==> config.mk <==
export PLATFORM = sky130hd
export DESIGN_NAME = mul_dot_accumulator
export DESIGN_NICKNAME = d
export VERILOG_FILES = /design/src/rtl/mul_dot_accumulator.sv
export SDC_FILE = /design/constraint.sdc
export NUM_CORES = 1
export LEC_CHECK = 0
export ABC_AREA = 1
export CAP_MARGIN = 20
export CORE_MARGIN = 2
export CORE_UTILIZATION = 38
export CTS_BUF_LIST = sky130_fd_sc_hd__clkbuf_4 sky130_fd_sc_hd__clkbuf_8
export DETAILED_ROUTE_END_ITERATION = 10
export PLACE_DENSITY_LB_ADDON = 0.05
export SETUP_SLACK_MARGIN = 0.5
export SLEW_MARGIN = 20
export SYNTH_ARGS = -nofsm -noshare
export SYNTH_HDL_FRONTEND = slang
export SYNTH_SLANG_ARGS = --single-unit
==> constraint.sdc <==
create_clock -name clk -period 12.4 [get_ports clk]
set_clock_uncertainty 0.2 [all_clocks]
set_input_delay 1.24 -clock clk [delete_from_list [all_inputs] [get_ports clk]]
set_output_delay 1.24 -clock clk [all_outputs]
set_load 0.01 [all_outputs]
==> src/rtl/mul_dot_accumulator.sv <==
// Dot-product accumulator fed by the 32x32 multiplier. A small skid FIFO
// absorbs products, since the multiplier cannot be stalled. Runs of `len`
// products are summed into a wide accumulator, and each finished sum is
// presented on a valid/ready port.
`timescale 1ns/1ps
module mul_dot_accumulator #(
  parameter int ACC_WIDTH  = 72,
  parameter int FIFO_DEPTH = 4,
  parameter int LEN_WIDTH  = 8
) (
  input  logic                 clk,
  input  logic                 rst_n,
  input  logic                 i_start,
  input  logic [LEN_WIDTH-1:0] i_len,
  input  logic                 i_in_val,
  input  logic [63:0]          i_in_res,
  input  logic                 i_in_ovf,
  input  logic                 i_out_ready,
  output logic                 o_out_val,
  output logic [ACC_WIDTH-1:0] o_out_sum,
  output logic                 o_out_ovf,
  output logic                 o_busy,
  output logic                 o_drop_err
);
  localparam int AW = $clog2(FIFO_DEPTH);

  typedef enum logic [1:0] {S_IDLE, S_ACCUM, S_DONE} state_t;

  state_t               r_state, w_next;
  logic [64:0]          r_mem [FIFO_DEPTH];
  logic [AW-1:0]        r_wr_ptr, r_rd_ptr;
  logic [AW:0]          r_count;
  logic [ACC_WIDTH-1:0] r_acc;
  logic [LEN_WIDTH-1:0] r_cnt, r_len;
  logic                 r_ovf, r_drop;

  logic                 w_empty, w_full, w_pop, w_push, w_drop;
  logic                 w_start, w_last, w_hs;
  logic [64:0]          w_head;
  logic [ACC_WIDTH:0]   w_sum;

  assign w_empty = (r_count == '0);
  assign w_full  = (r_count == (AW+1)'(FIFO_DEPTH));
  // A pop in the same cycle frees the slot, so a full FIFO still accepts the push.
  assign w_pop   = (r_state == S_ACCUM) && !w_empty;
  assign w_push  = i_in_val && (!w_full || w_pop);
  assign w_drop  = i_in_val && w_full && !w_pop;
  assign w_head  = r_mem[r_rd_ptr];
  assign w_sum   = {1'b0, r_acc} + (ACC_WIDTH+1)'(w_head[63:0]);
  assign w_start = (r_state == S_IDLE) && i_start;
  assign w_last  = w_pop && (r_cnt == r_len - LEN_WIDTH'(1));
  assign w_hs    = (r_state == S_DONE) && i_out_ready;

  // FIFO storage. The contents need no reset because the pointers define validity.
  always_ff @(posedge clk) begin
    if (w_push) r_mem[r_wr_ptr] <= {i_in_ovf, i_in_res};
  end

  // FIFO pointers and occupancy. The power-of-two depth lets the pointers wrap naturally.
  always_ff @(posedge clk or negedge rst_n) begin
    if (!rst_n) begin
      r_wr_ptr <= '0;
      r_rd_ptr <= '0;
      r_count  <= '0;
    end else begin
      if (w_push) r_wr_ptr <= r_wr_ptr + AW'(1);
      if (w_pop)  r_rd_ptr <= r_rd_ptr + AW'(1);
      case ({w_push, w_pop})
        2'b10:   r_count <= r_count + (AW+1)'(1);
        2'b01:   r_count <= r_count - (AW+1)'(1);
        default: r_count <= r_count;
      endcase
    end
  end

  // State register
  always_ff @(posedge clk or negedge rst_n) begin
    if (!rst_n) r_state <= S_IDLE;
    else        r_state <= w_next;
  end

  // Next-state logic. A zero-length run goes straight to DONE with a zero sum.
  always_comb begin
    w_next = r_state;
    case (r_state)
      S_IDLE:  if (i_start)     w_next = (i_len == '0) ? S_DONE : S_ACCUM;
      S_ACCUM: if (w_last)      w_next = S_DONE;
      S_DONE:  if (i_out_ready) w_next = S_IDLE;
      default:                  w_next = S_IDLE;
    endcase
  end

  // Accumulator, run counter and overflow tracking. The sum is held through DONE.
  always_ff @(posedge clk or negedge rst_n) begin
    if (!rst_n) begin
      r_acc <= '0;
      r_cnt <= '0;
      r_len <= '0;
      r_ovf <= 1'b0;
    end else if (w_start) begin
      r_acc <= '0;
      r_cnt <= '0;
      r_len <= i_len;
      r_ovf <= 1'b0;
    end else if (w_pop) begin
      r_acc <= w_sum[ACC_WIDTH-1:0];
      r_cnt <= r_cnt + LEN_WIDTH'(1);
      if (w_sum[ACC_WIDTH] || w_head[64]) r_ovf <= 1'b1;
    end else if (w_hs) begin
      r_acc <= '0;
      r_ovf <= 1'b0;
    end
  end

  // Sticky lost-product flag. Only reset clears it.
  always_ff @(posedge clk or negedge rst_n) begin
    if (!rst_n)      r_drop <= 1'b0;
    else if (w_drop) r_drop <= 1'b1;
  end

  assign o_out_val  = (r_state == S_DONE);
  assign o_out_sum  = r_acc;
  assign o_out_ovf  = r_ovf;
  assign o_busy     = (r_state != S_IDLE);
  assign o_drop_err = r_drop;
endmodule

**Yosys cells after proc, flatten, opt, wreduce, memory -nomap -nowiden**

Memory sizes are Yosys's and may differ from the RTL's.
Cells that the tools add are included.

- Register bits: 99
- RAM bits: 260
- Input port bits: 78
- Memories: 1

- Add/subtract/negate cells: 7
- Equal/unequal tests: 10
- Multiplexer cells: 17
- Reduce and logical (&&, ||, !) cells: 21

Memories:

| memory | depth | bits a word | rd ports | clocked after Yosys merged registers in | write ports | RTL line | RTL |
|---|---|---|---|---|---|---|---|
| r_mem | 4 | 65 | 1 | 0 | 1 | 30 | `logic [64:0] r_mem [FIFO_DEPTH];` |

Operator list:

| kind | number |
|---|---|
| $mux W72 | 3 |
| $add A72 B64 Y73 | 1 |
| $mux W8 | 2 |
| $add A8 B1 Y8 const B | 1 |
| $eq A8 B8 Y1 | 1 |
| $logic_not A8 Y1 | 1 |
| $mux W2 | 4 |
| $sub A8 B1 Y8 const B | 1 |
| $logic_and A1 B1 Y1 | 7 |
| $mux W1 | 6 |
| $ne A2 B2 Y1 const B | 3 |
| $pmux W2 S3 | 1 |
| $pmux W3 S2 | 1 |
| $reduce_bool A2 Y1 | 3 |
| $add A2 B1 Y2 const B | 2 |
| $eq A2 B1 Y1 const B | 2 |
| $eq A2 B2 Y1 const B | 2 |
| $add A3 B1 Y3 const B | 1 |
| $eq A3 B3 Y1 const B | 1 |
| $logic_not A1 Y1 | 3 |
| $logic_not A3 Y1 | 1 |
| $ne A3 B1 Y1 const B | 1 |
| $reduce_and A3 Y1 | 1 |
| $reduce_bool A3 Y1 | 1 |
| 4 further kinds | 5 |

**Logic depth before layout (Yosys ltp)**

Gate-level depths: netlist of the first run.

- Depth in word-level cells: 7
- Mapped depth: 22

**Worst setup path after synthesis of the first run**

No wires, ideal clock.

- Path type: input to register
- Start point: in i_in_val
- End point: mem r_mem[0][0], enable pin
- Setup time: 0.489 ns
- Data arrival time: 4.137 ns
- Path slack: 7.574 ns
- Cell stages on the path: 2
- Buffers on the path: 0
- Path through: nand2_1 -> nor2_1

- Cells in the longest elaborated chain, start to end: 3

Ends and longest elaborated chain:

| element | RTL line | RTL |
|---|---|---|
| start: declaration | 15 | `input logic i_in_val,` |
| $logic_and A1 B1 Y1 | 46 | `assign w_push = i_in_val && (!w_full \|\| w_pop);` |
| $mux W1 | 56 | `if (w_push) r_mem[r_wr_ptr] <= {i_in_ovf, i_in_res};` |
| $mux W1 (implied by the code) | 56 |  |
| end: declaration | 30 |  |

Every way passes these cells.

**Worst setup path in the final report of the first run**

- Start point: reg r_rd_ptr[1]
- End point: reg r_acc[71] (netlist: o_out_sum[71])

- Cells in the longest elaborated chain, start to end: 4

Ends and longest elaborated chain:

| element | RTL line | RTL |
|---|---|---|
| start: declaration | 31 | `logic [AW-1:0] r_wr_ptr, r_rd_ptr;` |
| start signal: assignment | 67 | `if (w_pop) r_rd_ptr <= r_rd_ptr + AW'(1);` |
| $mem_v2 Z4 W65 | n/a |  |
| $add A72 B64 Y73 | 49 | `assign w_sum = {1'b0, r_acc} + (ACC_WIDTH+1)'(w_head[63:0]);` |
| $mux W72 | 105 | `end else if (w_pop) begin` |
| $mux W72 | 100 | `end else if (w_start) begin` |
| end signal: assignment | 106 | `r_acc <= w_sum[ACC_WIDTH-1:0];` |
| end: declaration | 33 | `logic [ACC_WIDTH-1:0] r_acc;` |

Every way passes these cells.
A chain may end at the register's enable or synchronous reset.

==> flow_summary_export.csv, run 1 <==
group,metric,value,unit
final_layout,final_common_cell,"nand2_1",
floorplanning,io_pins,154,
synth,synth_seq_cells,359,
clock_tree,clock-sinks,359,
floorplanning,num_rows,83,
worst_setup_path,worstSetupStartpointType,"register",
floorplanning,start_util,38.5,%
grt,grt_pass1_wl,95.9,mm
pwr,p_leak,10.0,nW
grt,grt_max_degree,74,
synth,syn-cell-area,19800,µm²
sta,period_needed,4.55,ns
detailed_routing,drcViolationCount,0,
placement,gp_congestion,0.980,
sta,setup_tns,0,ns
clock_tree,ctsHoldBuffers,0,
worst_setup_path,critPathKind,"register to register",
clock_tree,clk_latency,0.67,ns
grt,overflow,0,
floorplanning,die_h,232,µm
floorplanning,die_x,232,µm
synth,synth-seq-area-share,52.0,%
sta,finalHoldViolCount,0,
pwr,peakVddDrop,0.148,mV
clock_tree,cts-htree-levels,3,
sta,slew_headroom,37.1,%
synth,syn_area_per_cell,8.38,µm²
worst_setup_path,cp_max_fo,67,
worst_setup_path,worstPathRequired,12.74,ns
placement,hpwlAfterDp,45.0,mm
final_layout,layout-drive-gt1-share,8.81,%
worst_setup_path,crit_slowest_cell,"buf_4",
detailed_routing,num_vias,16600,
run,cap_violations,0,
worst_setup_path,worstSetupEndpointType,"register",
sta,rsz0062_at_grt,"no",
sta,slew_viol_final,0,
worst_setup_path,path_cells,"buf_4 > inv_2 > buf_4 > o21ai_0 > o22ai_1 > ha_1 > nand2_1 > inv_1 > nand2_1 > nor2_1 > nand2_1 > nor3_2 > nand3_1 > nand3_1 > nand2_1 > nand3_1 > nand2_1",
sta,fmax,220,MHz
grt,antenna_found_initial,2,
sta,worstMarginPinSlew,0.944,ns
detailed_routing,drt-pass1-iter-count,8,
detailed_routing,drt-total-wl,62.0,mm
floorplanning,fp.coreArea,51400,µm²
worst_setup_path,cp_slowest_stage_delay,0.63,ns
sta,final.period_utilization,36.7,%
floorplanning,fp.dieArea,53900,µm²
grt,track_usage,23.5,%
hold_path,hp-class,"register to register",
status,status,"finished, final reports clean",
detailed_routing,ant_nets,0,
clock_tree,clock_tree.root_cell,"clkbuf_8",
clock_tree,path_clk_slew,0.06,ns
sta,setup_viol,0,
clock_tree,cts_resized,0,
synth,synth_edf_count,260,
clock_tree,cts_inserted_buffers,68,
worst_setup_path,cpMostUsedCell,"nand2_1",
final_layout,post-route-util,46.0,%
synth,synth_ff_type,"edfxtp_1",
final_layout,area_growth,19.5,%
worst_setup_path,cp.arrival,4.89,ns
placement,port_buffers,153,
worst_setup_path,r2r_setup_slack,7.85,ns
pwr,power.density,318,nW/µm²
worst_setup_path,crit_family,"buffers and inverters",
clock_tree,cts_setup_buffers,0,
synth,ys_types,44,
detailed_routing,drt_iter0_drc,1250,
synth,netlist_instances,2362,
final_layout,finalNetCount,2694,
synth,async_reset_ff_share,27.6,%
grt,grt_pass1_vias,16500,
synth,synth_nets,2513,
clock_tree,cts_tree,"done",
detailed_routing,wl_per_cell,18.9,µm
worst_setup_path,cp_num_buf_inv,4,
final_layout,final_cell_mix,"651 x nand2_1, 291 x inv_1, 286 x nor2_1",
synth,ys.warnings.count,0,
detailed_routing,avgViaCountPerCell,5.05,
clock_tree,cts_max_path_buffers,3,
[sequential cells by signal, indices dropped and copies added, names as in the netlist]
register / count
r_cnt: 8
r_rd_ptr: 2
o_drop_err: 1
r_state: 2
r_wr_ptr: 2
r_count: 3
r_len: 8
r_mem: 260
o_out_ovf: 1
o_out_sum: 72
[per-stage QoR]
step	total power [mW]	setup slack [ns]	hold WS [ns]	cell area, µm²	instances
5_1_grt	8.18	7.58	0.295	23600	3279
6_report	7.52	7.85	0.266	23600	3279
4_1_cts	7.55	7.90	0.276	23600	3274
2_1_floorplan	4.72	7.57	0.254	19800	2362
3_3_place_gp	6.23	7.82	0.259	22100	3149
3_5_place_dp	6.24	7.93	0.262	22100	3149
[cell families (layout without fill, tap and decap cells)]
logic type	count (synthesis)	after routing	share of synthesized area, %
DFF	359	359	52.0
AOI/OAI and AO/OA	392	392	10.8
buffers and inverters	361	597	6.99
xor gates and xnor gates	24	24	1.06
other	0	1	0
and+or+nand+nor	1153	1153	24.4
adders and majority gates	73	73	4.69
[cells in the mapped netlist, types with 19 or more instances]
cell      number  share of area, %
clkbuf_1      39              0.74
edfxtp_1     260                39
ha_1          71               4.5
nand3_1       87               2.2
o22ai_1       66               2.1
a21oi_1      101               2.6
nor3_1        23              0.58
o21ai_0      192               4.9
nand2_1      651                12
nor2_1       290               5.5
dfrtp_1       99                13
buf_2         19              0.48
inv_1        293               5.6
nand2_2       29              0.92
[worst reg2reg max path: stages, from the launching register on]
cell and delay (ns):
dfrtp_2 0.33, buf_4 0.63, inv_2 0.48, buf_4 0.42, o21ai_0 0.15, o22ai_1 0.11, ha_1 0.48, nand2_1 0.09
inv_1 0.10, nand2_1 0.12, nor2_1 0.38, nand2_1 0.21, nor3_2 0.26, nand3_1 0.17, nand3_1 0.12, nand2_1 0.05
nand3_1 0.07, nand2_1 0.06
[report_power, final]
| group | switching (mW) | total (mW) | internal [mW] | leakage, nW |
|---|---|---|---|---|
| Combinational | 2.94 | 4.36 | 1.42 | 5.61 |
| Clock | 0.526 | 1.28 | 0.754 | 0.779 |
| Sequential | 0.236 | 1.88 | 1.64 | 3.64 |
[final cells by class]
type | count | area, µm²
Tap cell | 680 | 851
Multi-Input combinational cell | 1642 | 8160
Sequential cell | 359 | 10300
Clock buffer | 97 | 1200
Fill cell | 5121 | 27800
Clock inverter | 28 | 298
Antenna cell | 1 | 2.50
Timing Repair Buffer | 170 | 1710
Inverter | 302 | 1130
[worst paths after layout]
kind / from / to / cells after the start
min reg2reg: o_drop_err / o_drop_err / 1
max: r_rd_ptr[1] / o_out_sum[71] / 17
min: o_drop_err / o_drop_err / 1
min in group asynchronous: rst_n / r_len[5] / 1
max in group asynchronous: rst_n / r_rd_ptr[0] / 2
max reg2reg: r_rd_ptr[1] / o_out_sum[71] / 17
[layer usage]
layer | global-route usage, % | part of all wire, % | vias to the layer above
li1 | - | - | 8163
met1 | 32.7 | 47 | 7824
met2 | 37.1 | 45 | 461
met3 | 4.20 | 5.5 | 105
met4 | 7.21 | 2.6 | 0
met5 | 0 | 0 | -
Note: power is estimated with default switching activity, not from simulation.
==> run 2: changes to the inputs <==
Clock period 12.4 ns to 3.9 ns, I/O delays scaled along.
==> flow_summary_export.csv, run 2 (same netlist as run 1, synthesis figures left out) <==
group,metric,value,unit
worst_setup_path,worstSetupEndpointType,"register",
sta,period_needed,3.34,ns
pwr,seqPwrFrac,23.1,%
floorplanning,die_x,232,µm
final_layout,finalNetCount,2750,
worst_setup_path,critPathKind,"register to register",
floorplanning,num_rows,83,
hold_path,hp-class,"input pin to register",
status,status,"complete, but fails checks",
grt,overflow,0,
sta,rsz0062_at_grt,"yes",
clock_tree,clock_tree.root_cell,"clkbuf_8",
floorplanning,fp.coreArea,51400,µm²
pwr,power.density,1040,nW/µm²
pwr,pwr-share-clk,15.7,%
floorplanning,fp.dieArea,53900,µm²
worst_setup_path,cp_max_fo,33,
worst_setup_path,worstPathRequired,4.25,ns
clock_tree,cts_tree,"done",
detailed_routing,num_vias,16700,
sta,fmax,300,MHz
detailed_routing,ant_nets,0,
pwr,p_leak,10.4,nW
pwr,power.total,25.5,mW
run,cap_violations,0,
grt,track_usage,23.0,%
detailed_routing,avgViaCountPerCell,5.00,
floorplanning,start_util,38.5,%
grt,grt_max_degree,69,
worst_setup_path,cp.arrival,3.68,ns
pwr,intPower,13.1,mW
sta,slew_headroom,43.5,%
sta,worstMarginPinSlew,0.847,ns
sta,finalHoldViolCount,0,
sta,setup_tns,0,ns
final_layout,final_common_cell,"nand2_1",
final_layout,final_cell_mix,"633 x nand2_1, 291 x inv_1, 261 x nor2_1",
pwr,pwr-share-comb,61.2,%
grt,grt_pass1_wl,94.2,mm
worst_setup_path,worstSetupStartpointType,"register",
clock_tree,clock-sinks,359,
final_layout,multi_input_area,8620,µm²
sta,final.period_utilization,85.5,%
placement,port_buffers,153,
pwr,peakVddDrop,0.362,mV
grt,antenna_found_initial,2,
grt,grt_pass1_vias,16300,
final_layout,fillers,5104,
detailed_routing,wl_per_cell,18.8,µm
final_layout,layout-drive-gt1-share,14.3,%
pwr,switching_power,12.4,mW
sta,setup_viol,0,
detailed_routing,drt-total-wl,62.7,mm
sta,slew_viol_final,0,
detailed_routing,drt_iter0_drc,1109,
final_layout,largest_register,"r_mem",
clock_tree,clk_latency,0.67,ns
placement,hpwlAfterDp,45.3,mm
floorplanning,io_pins,154,
clock_tree,path_clk_slew,0.06,ns
detailed_routing,drcViolationCount,1,
clock_tree,cts_max_path_buffers,3,
floorplanning,die_h,232,µm
placement,gp_congestion,0.947,
final_layout,largest_register_ffs,260,
status,violations,"design-rule violations",
clock_tree,cts_inserted_buffers,69,
pwr,switching_share,48.6,%
final_layout,area_growth,24.6,%
clock_tree,cts-htree-levels,3,
final_layout,ff_latch_area,10300,µm²
detailed_routing,drt-pass1-iter-count,8,
## run 2: per-stage QoR
stage                     util [%]  hold slack (ns)  setup WS (ns)  area (µm²)  instances
after floorplan                  -           -0.106         -0.527       19800       2362
after global placement        43.8            0.249          0.445       22500       3192
after detailed placement      43.8            0.260          0.455       22500       3192
after CTS                     46.7           0.0778          0.514       24000       3320
after global routing          48.0            0.114          0.440       24700       3337
final                         48.0            0.126          0.564       24700       3337
## run 2: critical path, stage by stage, from the launching register on
cell       delay (ns)
dfrtp_4          0.53
clkinv_8         0.13
clkbuf_16        0.23
o21ai_0          0.18
o22ai_1          0.10
ha_1             0.39
nand2_1          0.12
inv_1            0.08
nand2_1          0.13
nor2_2           0.30
nand2_1          0.10
clkinv_1         0.07
nand3_1          0.11
nand3_4          0.18
nand2_1          0.13
nand2_1          0.08
nand2_1          0.04
nand3_1          0.06
nand2_1          0.05
## run 2: path summary, 6_finish.rpt
check | startpoint | end | slack [ns] | cells past startpoint
worst max-delay path | r_rd_ptr[0] | o_out_sum[53] | 0.56 | 18
worst min register to register | o_drop_err | o_drop_err | 0.27 | 1
min in group asynchronous | rst_n | r_cnt[5] | 0.17 | 2
worst max register to register | r_rd_ptr[0] | o_out_sum[53] | 0.56 | 18
max in group asynchronous | rst_n | r_rd_ptr[0] | 2.50 | 3
worst min-delay path | i_len[4] | r_len[4] | 0.13 | 3
## run 2: power groups by stage
stage / combinational (mW) / sequential (mW) / clock, mW
4_1_cts: 14.6 / 5.89 / 4.13
5_1_grt: 17.3 / 6.01 / 4.28
2_1_floorplan: 9.12 / 5.89 / 0
3_3_place_gp: 14.5 / 5.94 / 0
3_5_place_dp: 14.5 / 5.95 / 0
6_report: 15.6 / 5.91 / 4.01
## run 2: metal layers
layer	track usage (%)	up-vias	wire, µm
met3	4.29	102	3120
met1	31.7	7929	29400
met2	36.1	383	28300
met4	7.93	0	1870
li1	-	8266	-
met5	0	-	0
## run 2: what timing repair did
item | in CTS | in global routing
hold endpoints to repair | 55 | 0
buffers inserted | 0 | 12
endpoints found under the setup margin | 6 | 47
pin swaps | 0 | 23
hold buffers | 1 | 0
gates cloned | 0 | 3
gates resized for setup | 5 | 138
## run 2: cell type report
| class | instances | area share (%) |
|---|---|---|
| Timing Repair Buffer | 225 | 9.20 |
| Sequential cell | 359 | 41.7 |
| Clock inverter | 36 | 1.37 |
| Clock buffer | 91 | 4.60 |
| Multi-Input combinational cell | 1642 | 35.0 |
| Tap cell | 680 | 3.45 |
| Inverter | 302 | 4.66 |
| Antenna cell | 2 | 0.0203 |
